## src/rtl/fetch_stage.sv

```systemverilog
`default_nettype none
// ============================================================================
// Module   : fetch_stage
// Brief    : Instruction fetch stage. Owns the fetch PC, drives a req/gnt/rvalid
//            imem port and holds fetched words in an in-order IF/ID buffer.
//            Optional FETCH_PERF_CNT_EN adds fetch and bubble counters.
// Revision : 1.0 - initial release
// ============================================================================
module fetch_stage #(
  parameter logic [31:0] RESET_PC  = 32'h0000_0000,
  parameter int          BUF_DEPTH = 2
) (
  input  logic        clk,
  input  logic        reset,
  input  logic        i_stall_D,
  input  logic        i_flush_D,
  input  logic        i_redirect,
  input  logic [31:0] i_redirect_pc,
  output logic        o_imem_req,
  output logic [31:0] o_imem_addr,
  input  logic        i_imem_gnt,
  input  logic        i_imem_rvalid,
  input  logic [31:0] i_imem_rdata,
  output logic [31:0] o_inst_D,
  output logic [31:0] o_pc8_D,
`ifdef FETCH_PERF_CNT_EN
  output logic [31:0] o_fetch_cnt,
  output logic [31:0] o_bubble_cnt,
`endif
  output logic        o_valid_D
);

  localparam int PTR_W = (BUF_DEPTH > 1) ? $clog2(BUF_DEPTH) : 1;
  localparam int CNT_W = PTR_W + 1;
  localparam logic [CNT_W-1:0] DEPTH_C = CNT_W'(BUF_DEPTH);

  localparam logic [1:0] S_IDLE  = 2'd0;
  localparam logic [1:0] S_REQ   = 2'd1;
  localparam logic [1:0] S_WAIT  = 2'd2;
  localparam logic [1:0] S_DRAIN = 2'd3;

  logic [1:0]       state_q, state_d;
  logic [31:0]      fetch_pc_q, fetch_pc_d;
  logic [31:0]      req_pc_q, req_pc_d;
  logic [CNT_W-1:0] count_q, count_d;
  logic [PTR_W-1:0] rd_ptr_q, rd_ptr_d;
  logic [PTR_W-1:0] wr_ptr_q, wr_ptr_d;
  logic [31:0]      buf_inst_q [BUF_DEPTH];
  logic [31:0]      buf_inst_d [BUF_DEPTH];
  logic [31:0]      buf_pc_q   [BUF_DEPTH];
  logic [31:0]      buf_pc_d   [BUF_DEPTH];

  logic        flush;
  logic        push;
  logic        pop;
  logic [31:0] head_pc;
  logic [31:0] redirect_tgt;

  assign flush        = i_flush_D | i_redirect;
  assign redirect_tgt = i_redirect_pc & 32'hFFFF_FFFC;
  assign head_pc      = buf_pc_q[rd_ptr_q];

  // A flush wins over decode acceptance: the discarded head is not consumed.
  assign push = (state_q == S_WAIT) & i_imem_rvalid & ~flush;
  assign pop  = o_valid_D & ~i_stall_D & ~flush;

  assign o_valid_D   = (count_q != '0);
  assign o_inst_D    = o_valid_D ? buf_inst_q[rd_ptr_q] : 32'h0;
  assign o_pc8_D     = o_valid_D ? (head_pc + 32'd8) : 32'h0;
  assign o_imem_req  = (state_q == S_REQ);
  assign o_imem_addr = fetch_pc_q;

  always_comb begin
    count_d  = count_q + CNT_W'(push) - CNT_W'(pop);
    rd_ptr_d = rd_ptr_q + PTR_W'(pop);
    wr_ptr_d = wr_ptr_q + PTR_W'(push);
    if (flush) begin
      count_d  = '0;
      rd_ptr_d = '0;
      wr_ptr_d = '0;
    end
  end

  always_comb begin
    buf_inst_d = buf_inst_q;
    buf_pc_d   = buf_pc_q;
    if (push) begin
      buf_inst_d[wr_ptr_q] = i_imem_rdata;
      buf_pc_d[wr_ptr_q]   = req_pc_q;
    end
  end

  always_comb begin
    state_d    = state_q;
    fetch_pc_d = fetch_pc_q;
    req_pc_d   = req_pc_q;
    if ((state_q == S_REQ) && i_imem_gnt) begin
      fetch_pc_d = fetch_pc_q + 32'd4;
      req_pc_d   = fetch_pc_q;
    end
    // A plain flush replays from the oldest buffered instruction.
    if (i_redirect) begin
      fetch_pc_d = redirect_tgt;
    end else if (i_flush_D && o_valid_D) begin
      fetch_pc_d = head_pc;
    end
    case (state_q)
      S_IDLE:  if (count_q < DEPTH_C) state_d = S_REQ;
      S_REQ:   if (i_imem_gnt) state_d = flush ? S_DRAIN : S_WAIT;
      S_WAIT: begin
        if (i_imem_rvalid) begin
          state_d = (count_d < DEPTH_C) ? S_REQ : S_IDLE;
        end else if (flush) begin
          state_d = S_DRAIN;
        end
      end
      S_DRAIN: if (i_imem_rvalid) state_d = S_REQ;
      default: state_d = S_IDLE;
    endcase
  end

  always_ff @(posedge clk) begin
    if (reset) begin
      state_q    <= S_IDLE;
      fetch_pc_q <= RESET_PC;
      req_pc_q   <= RESET_PC;
      count_q    <= '0;
      rd_ptr_q   <= '0;
      wr_ptr_q   <= '0;
    end else begin
      state_q    <= state_d;
      fetch_pc_q <= fetch_pc_d;
      req_pc_q   <= req_pc_d;
      count_q    <= count_d;
      rd_ptr_q   <= rd_ptr_d;
      wr_ptr_q   <= wr_ptr_d;
    end
  end

  always_ff @(posedge clk) begin
    buf_inst_q <= buf_inst_d;
    buf_pc_q   <= buf_pc_d;
  end

`ifdef FETCH_PERF_CNT_EN
  logic [31:0] fetch_cnt_q, fetch_cnt_d;
  logic [31:0] bubble_cnt_q, bubble_cnt_d;

  always_comb begin
    fetch_cnt_d  = fetch_cnt_q + 32'(pop);
    bubble_cnt_d = bubble_cnt_q + 32'(~o_valid_D & ~i_stall_D);
  end

  always_ff @(posedge clk) begin
    if (reset) begin
      fetch_cnt_q  <= 32'h0;
      bubble_cnt_q <= 32'h0;
    end else begin
      fetch_cnt_q  <= fetch_cnt_d;
      bubble_cnt_q <= bubble_cnt_d;
    end
  end

  assign o_fetch_cnt  = fetch_cnt_q;
  assign o_bubble_cnt = bubble_cnt_q;
`endif

endmodule
`default_nettype wire

```

## config.mk

```make
export PLATFORM = sky130hd
export DESIGN_NAME = fetch_stage
export DESIGN_NICKNAME = d
export VERILOG_FILES = /design/src/rtl/fetch_stage.sv
export SDC_FILE = /design/constraint.sdc
export NUM_CORES = 1
export LEC_CHECK = 0
export CORE_MARGIN = 2
export CORE_UTILIZATION = 50
export CTS_CLUSTER_DIAMETER = 120
export DETAILED_ROUTE_END_ITERATION = 8
export PLACE_DENSITY = 0.77
export SYNTH_ARGS = -nofsm -noshare
export SYNTH_HDL_FRONTEND = slang
export SYNTH_SLANG_ARGS = --single-unit
export TNS_END_PERCENT = 5
```

## constraint.sdc

```tcl
create_clock -name clk -period 3.45 [get_ports clk]
set_input_delay 0.69 -clock clk [delete_from_list [all_inputs] [get_ports clk]]
set_output_delay 0.69 -clock clk [all_outputs]
set_load 0.005 [all_outputs]
```

==> results of run 1 <==
[kinds of logic after synthesis]
logic type,after synthesis
xor+xnor,32
flops,198
simple gates,330
buf+inv,75
mux,69
compound gates,170
fa+ha+maj,10
[cell usage in the layout, fill, tap and decap left out, types with 8 or more instances in the layout]
master           Yosys  routed
a211oi_1            26      26
a21oi_1             73      70
and3_1              10      10
buf_4                3      57
clkbuf_16            0      18
clkdlybuf4s50_1      0     147
dfxtp_1             70      69
dlygate4sd2_1        0       9
edfxtp_1           128     128
ha_1                10       8
inv_1               19      18
mux2_2              10      10
mux2i_1             57      54
nand2_1            108     107
nand3_1             27      26
nand4_1             17      17
nor2_1              87      86
nor3_1              22      21
nor4_1              14      12
o21ai_0             20      20
o31ai_1             11      11
xnor2_1             20      20
xor2_1              11      11
[routing by layer]
metal,global-route usage,vias to the layer above
met5,0,-
met4,0.0774,0
met3,0.0476,33
met2,0.381,330
met1,0.358,3517
li1,-,3647
[critical path: cells and delay by family (launching register included)]
family          cells  cell delay (ps)
compound gates      1              310
buf+inv             5             1120
mux                 1              210
xor+xnor            1              170
simple gates        2              190
flops               1              390
[what timing repair did]
action                                  4_1_cts  5_1_grt
gates resized for setup                      27       19
gates cloned                                  1        0
pin swaps                                     5        0
buffers inserted                             11        0
endpoints found under the setup margin       23       19
[power by group through the flow]
stage / Clock (µW) / Sequential (µW) / Combinational [µW]
floorplan: 0 / 2700 / 302
global placement: 0 / 2730 / 537
detailed placement: 0 / 2730 / 548
CTS: 2030 / 2680 / 555
global route: 2110 / 2690 / 612
finish: 2000 / 2680 / 557
[final timing paths]
kind / startpoint / to / slack, ps / depth (start not counted)
min: req_pc_q[20] / buf_pc_q[20] / 450 / 0
max reg2reg: state_q[1] / o_imem_addr[31] / 1170 / 7
min reg2reg: req_pc_q[20] / buf_pc_q[20] / 450 / 0
max: rd_ptr_q / o_pc8_D[10] / -70 / 10
[through the flow]
step	worst slack, ps	setup TNS (ps)
4_1_cts	-135	-302
3_3_place_gp	57.2	0
3_5_place_dp	4.00	0
2_1_floorplan	227	0
5_1_grt	-184	-1090
6_report	-69.0	-113
[registers in the layout, indices dropped and copies added (netlist names)]
name	count
buf_inst_q	64
buf_pc_q	64
count_q	2
o_imem_addr	32
rd_ptr_q	1
req_pc_q	32
state_q	2
wr_ptr_q	1
[cell type report]
class | instances | area [µm²]
clock inverter | 12 | 126
tap | 234 | 293
timing repair buffer | 227 | 2150
inverter | 19 | 71.3
sequential | 198 | 5250
multi-input combinational | 611 | 3930
clock buffer | 20 | 468
fill | 1451 | 6300
==> summary.txt, run 1 <==
Yosys
  • Syn Inst Count: around 880
  • Yosys warns: 0
  • Post-synth net total: 965
  • Synth top area share: 0.408
  • Most frequent cells after synthesis: edfxtp_1 (128), nand2_1 (108), nor2_1 (87)
  • Syn Area/Cell: 10.6 µm²
  • Sequential share of the synthesized area: 0.557
  • Async SR Flop Fraction: 0
  • Mux contribution to synthesized area: 0.0753
  • Compound-Gate Fraction of Synth Area: 0.118
  • Yosys cell types: 68
  • Most numerous cell in the Yosys netlist: edfxtp_1
  • Adder-cell share of the synthesized area: 0.0133
  • Largest family of logic cells by synthesized area: simple AND/OR/NAND/NOR gates
  • Synth Area in Simple Gates: 0.169
  • Synthesized cell area: 9410 µm²
  • Most used DFF post-synth: edfxtp_1
  • Top cells by area, synth: edfxtp_1 (41%), dfxtp_1 (15%), mux2i_1 (6.1%)
  • Yosys top cell by area: edfxtp_1
  • FF+latch count, synth: 198
  • EDFF count, synth: 128
  • Synth Area in XOR/XNOR: 0.0312

Worst setup path
  • CP Capture Type: output port
  • CP cell instances: buf_8, mux2i_4, a2111oi_4, buf_4, buf_4, buf_4, nand3_1, xnor2_1, nor2_1, clkdlybuf4s50_1
  • Most frequent CP cell: buf_4
  • Critical setup path kind: reg -> out
  • CP max-delay cell: clkdlybuf4s50_1
  • Worst Setup Start Kind: flop
  • Worst Path Arrival: roughly 2800 ps
  • Crit Path Max Fanout: 10
  • CP required: around 2800 ps
  • Max stage delay on crit path: ~500 ps

Timing
  • Tmin final: 3520 ps
  • Worst slew pin tran: between 600 and 700 ps
  • Final Skew: 6.11 ps
  • Post-route setup slack: -69.0 ps
  • Endpoints failing hold: 0
  • Final-report setup violation count: 2
  • Slew Limit Fails: 0
  • Final Cycle Share: 1.02
  • Slew HR: 0.589
  • FMAX: about 280 MHz
  • Hold Slack: 451 ps
  • RSZ-0062 raised after global routing: yes

Drt
  • WL per Instance: 18.6 µm
  • Vias/cell: 5.70
  • M1 wire length: 11000 µm
  • DR WL met2: 11200 µm
  • Vias: 7527
  • Routed WL: 24600 µm
  • Starting DRT DRC Count: 625
  • Drt pass-1 iters: 5
  • Antenna Nets Post-Route: 0
  • DRC viols: 0
  • Met3 wire length: 1930 µm
  • Max layer used: met4

Clocking
  • Clk buf depth: 2
  • CTS Hold Bufs: 0
  • Inserted Clock Buffers: 17
  • Clock sink count: 198
  • Clk slew on worst S/H paths: 70 ps
  • Root buf cell: clkbuf_16
  • Worst skew pair latency: 440 ps
  • TritonCTS clock tree: yes
  • H-tree Lvls: 4

Power
  • Internal: 3940 µW
  • VDD IR max: 0.344 mV
  • Switch Pwr: 1300 µW
  • Leak: 0.00418 µW
  • Sequential share of power: 0.512
  • Total Power: roughly 5200 µW
  • Clock share of power: 0.382
  • Comb power frac: 0.106
  • Power per cell area: 427 nW/µm²
  • Net Sw Frac: 0.248

Placement
  • Final HPWL DP: 17300 µm
  • Final GP Congestion: just over 0.9
  • Input/output buffers: 166
  • Dpl cell area: 11500 µm²
  • Placed cell count: 1277

Final layout
  • Layout cells sized above 1: 0.131
  • Final Cell Area: 12300 µm²
  • Non-filler cells in the finished layout: 1321
  • Ant diodes: 0
  • Nets: approximately 1200
  • Post-Route Utilization: 0.661
  • Area overhead of the layout relative to synthesis: 30.5%

Global route
  • First-pass GRT wire length: 38500 µm
  • Vias in the first global route: 7171
  • Largest net degree at the start of global routing: 62
  • Tot GR Track Use: 0.248
  • Initial antenna violation count: 0
  • Grt total ovfl: 0

Die
  • Num ports: roughly 170
  • Core area: 18600 µm²
  • Site row count: 50
  • Die Width: 141 µm
  • DIE HEIGHT: 141 µm
  • Die area: 19900 µm²
  • Starting Density: 0.506

Flow run
  • Max Cap Viol: 0

Run status
  • Outcome: finished, violations left
  • Failing checks: setup timing

Hold path
  • Min-delay worst type: reg -> reg
(Power assumes the default switching activity.)
==> run 2, diff against run 1 <==
Settings changed: CTS_CLUSTER_DIAMETER 120 to 150, CTS_CLUSTER_SIZE set to 14.
==> results of run 2 <==
The final DEF is identical to that of run 1; final timing and power are the same.
==> run 3, diff against run 2 <==
Settings changed: ABC_AREA set to 1, GPL_TIMING_DRIVEN set to 1, PLACE_DENSITY 0.77 to 0.76.
==> summary.txt, run 3 <==
Run status
  • Outcome: completed

Worst setup path
  • CP max-delay cell: clkdlybuf4s50_1
  • CP required: 2760 ps (about the same)
  • Most frequent CP cell: nand2_1
  • Max stage delay on crit path: 500 ps (about the same)
  • CP cell instances: clkinv_8, nand2_1, nand2_4, ha_4, inv_1, nor2_4, nand2_2, nor2_4, nand2_1, nand2_1, nand2_1, nor2_2, clkdlybuf4s50_1
  • Worst Setup Start Kind: flop
  • Kind of cell adding the most delay to the critical path: simple AND/OR/NAND/NOR gates
  • Worst Path Arrival: 2660 ps (-170 ps)
  • Crit Path Max Fanout: 16 (+6)
  • CP Capture Type: output port
  • Worst path bufs/invs: 3 (-2)
  • Critical setup path kind: reg -> out

Final layout
  • Most common cell after layout, fill and taps aside: nand2_1
  • Layout cells sized above 1: 0.0979 (-0.0328)
  • Nets: 1468 (+27%)
  • Largest registers: buf_inst_q: 64 flops, buf_pc_q: 64 flops
  • Area overhead of the layout relative to synthesis: 25.9%
  • Commonest non-fill, non-tap cells in the layout: nand2_1 (347), clkdlybuf4s50_1 (164), a21oi_1 (143), nor2_1 (138), edfxtp_1 (128)
  • Filler Cells Inserted: 1651 (+14%)
  • Non-filler cells in the finished layout: 1665 (+26%)
  • Ant diodes: 0 (unchanged)

Drt
  • Antenna Nets Post-Route: 0 (unchanged)
  • Routed WL: 27300 µm (+11%)
  • DRC viols: 0 (unchanged)
  • Vias: 8858 (+18%)
  • Starting DRT DRC Count: 736 (+18%)
  • Vias/cell: 5.32 (-6.6%)
  • Drt pass-1 iters: 6 (+1)
  • WL per Instance: 16.4 µm (-12%)

Clocking
  • TritonCTS clock tree: yes
  • Clock sink count: 198 (unchanged)
  • H-tree Lvls: 4 (unchanged)
  • CTS Hold Bufs: 0 (unchanged)
  • Worst skew pair latency: 450 ps (about the same)
  • Inserted Clock Buffers: 17 (unchanged)
  • Root buf cell: clkbuf_16
  • Clk buf depth: 2 (unchanged)
  • Clk slew on worst S/H paths: 70 ps (about the same)

Die
  • DIE HEIGHT: 146 µm (+3.4%)
  • Die Width: 146 µm (+3.4%)
  • Starting Density: 0.514 (+0.00800)
  • Core area: 19600 µm² (+5.4%)
  • Num ports: 169 (unchanged)
  • Die area: 21300 µm² (+6.9%)
  • Site row count: 51 (+2.0%)

Timing
  • Final Cycle Share: 0.971 (-0.0493)
  • Endpoints failing hold: 0 (unchanged)
  • FMAX: 299 MHz (+5.1%)
  • Slew HR: 0.346 (-0.244)
  • Slew Limit Fails: 0 (unchanged)
  • Final Skew: 18.8 ps (+12.7 ps)
  • Final-report setup violation count: 0 (-2)
  • Worst slew pin tran: 976 ps (+360 ps)
  • RSZ-0062 raised after global routing: yes
  • Tmin final: 3350 ps (-170 ps)

Yosys
  • Async SR Flop Fraction: 0 (unchanged)
  • Most numerous cell in the Yosys netlist: nand2_1
  • Yosys top cell by area: edfxtp_1
  • Top cells by area, synth: edfxtp_1 (38%), dfxtp_1 (14%), nand2_1 (13%)
  • Sequential share of the synthesized area: 0.520 (-0.0370)
  • Most frequent cells after synthesis: nand2_1 (353), nor2_1 (146), a21oi_1 (143)
  • Synthesized cell area: 10100 µm² (+7.1%)
  • Most used DFF post-synth: edfxtp_1
  • Syn Area/Cell: 8.13 µm² (-24%)
  • EDFF count, synth: 128 (unchanged)
  • FF+latch count, synth: 198 (unchanged)
  • Syn Inst Count: 1239 (+40%)
  • Yosys warns: 0 (unchanged)
  • Yosys cell types: 39 (-43%)
  • Post-synth net total: 1320 (+37%)
  • Synth top area share: 0.381 (-0.0271)

Placement
  • Input/output buffers: 166 (unchanged)
  • Placed cell count: 1631 (+28%)
  • Final GP Congestion: 0.942 (+1.4%)
  • Final HPWL DP: 19600 µm (+13%)

Global route
  • Initial antenna violation count: 0 (unchanged)
  • First-pass GRT wire length: 43100 µm (+12%)
  • Vias in the first global route: 8291 (+16%)
  • Largest net degree at the start of global routing: 65 (+4.8%)
  • Tot GR Track Use: 0.256 (+0.00775)
  • Grt total ovfl: 0 (unchanged)

Power
  • Net Sw Frac: 0.288 (+0.0404)
  • Power per cell area: 457 nW/µm² (+7.1%)
  • Sequential share of power: 0.508 (-0.004)
  • Comb power frac: 0.146 (+0.040)
  • Clock share of power: 0.346 (-0.036)
  • Leak: 0.00471 µW (+13%)
  • Internal: 4130 µW (+4.7%)
  • VDD IR max: 0.341 mV (-0.83%)
  • Total Power: 5800 µW (+11%)
  • Switch Pwr: 1670 µW (+29%)

Flow run
  • Max Cap Viol: 0 (unchanged)

Hold path
  • Min-delay worst type: reg -> reg
run 3: cell count changes after synthesis, sizes merged, moves of 13 or more:
cell / delta
nand2: +271
nor2: +86
o21ai: +76
inv: +75
a21oi: +70
mux2i: -54
a211oi: -24
nand3: +19
nor3: -18
nor4: -15
xnor2: -13
run 3: repair_timing:
| item | CTS | global route |
|---|---|---|
| setup buffers | 0 | 1 |
| setup endpoints to repair | 5 | 21 |
| gates cloned | 0 | 1 |
| gates resized for setup | 6 | 24 |
| endpoints found under the hold margin | 0 | 0 |
| pin swaps | 0 | 1 |
run 3: path summary, 6_finish.rpt:
kind / from / end / slack [ps] / cells after the start
worst max register to register: state_q[0] / state_q[0] / 1290 / 12
worst min register to register: req_pc_q[9] / buf_pc_q[41] / 460 / 0
worst min-delay path: req_pc_q[9] / buf_pc_q[41] / 460 / 0
worst max-delay path: rd_ptr_q / o_pc8_D[23] / 100 / 13
run 3: per-stage QoR:
step | hold slack, ps | setup WS, ps | utilization | TNS, ps | cell area (µm²)
floorplan | 420 | 96.6 | - | 0 | 10100
global placement | 429 | 393 | 0.609 | 0 | 11900
detailed placement | 436 | 372 | 0.609 | 0 | 11900
CTS | 457 | -13.4 | 0.642 | -13.4 | 12600
global route | 468 | -88.6 | 0.648 | -360 | 12700
finish | 459 | 101 | 0.648 | 0 | 12700
run 3: kinds of logic (layout without fill, tap and decap cells):
family	count (synthesis)	after routing	share of synthesized area
compound gates	251	251	0.130
xor+xnor	11	11	0.00956
fa+ha+maj	10	10	0.0124
buf+inv	149	310	0.0657
flops	198	198	0.520
mux	4	4	0.00397
simple gates	616	616	0.258
run 3: power by group through the flow:
stage	clock network, µW	registers, µW	logic [µW]
after floorplan	0	2930	498
after global placement	0	2980	809
after detailed placement	0	2990	832
after CTS	2030	2940	844
after global routing	2110	2970	954
final	2000	2950	848
run 3: final cells by class:
type,instances,area (µm²),area share
clock inverter,15,185,0.0146
timing repair buffer,183,1850,0.146
inverter,95,369,0.0291
sequential,198,5250,0.414
tap,265,332,0.0261
multi-input combinational,892,4280,0.338
clock buffer,17,425,0.0335
run 3: worst register-to-register path, delay by kind of cell, from the launching register on:
kind            cells  cell delay, ps
fa+ha+maj           3             660
buf+inv             4             270
simple gates        2             410
xor+xnor            1             150
flops               1             330
compound gates      2             240
run 3: metal layers:
metal / part of all wire / vias up / GRT usage / wire length, µm
met5: 0 / - / 0 / 0
met4: 0.024 / 0 / 0.0898 / 668
met3: 0.081 / 45 / 0.0442 / 2220
met2: 0.45 / 389 / 0.392 / 12200
met1: 0.45 / 4032 / 0.368 / 12200
li1: - / 4392 / - / -
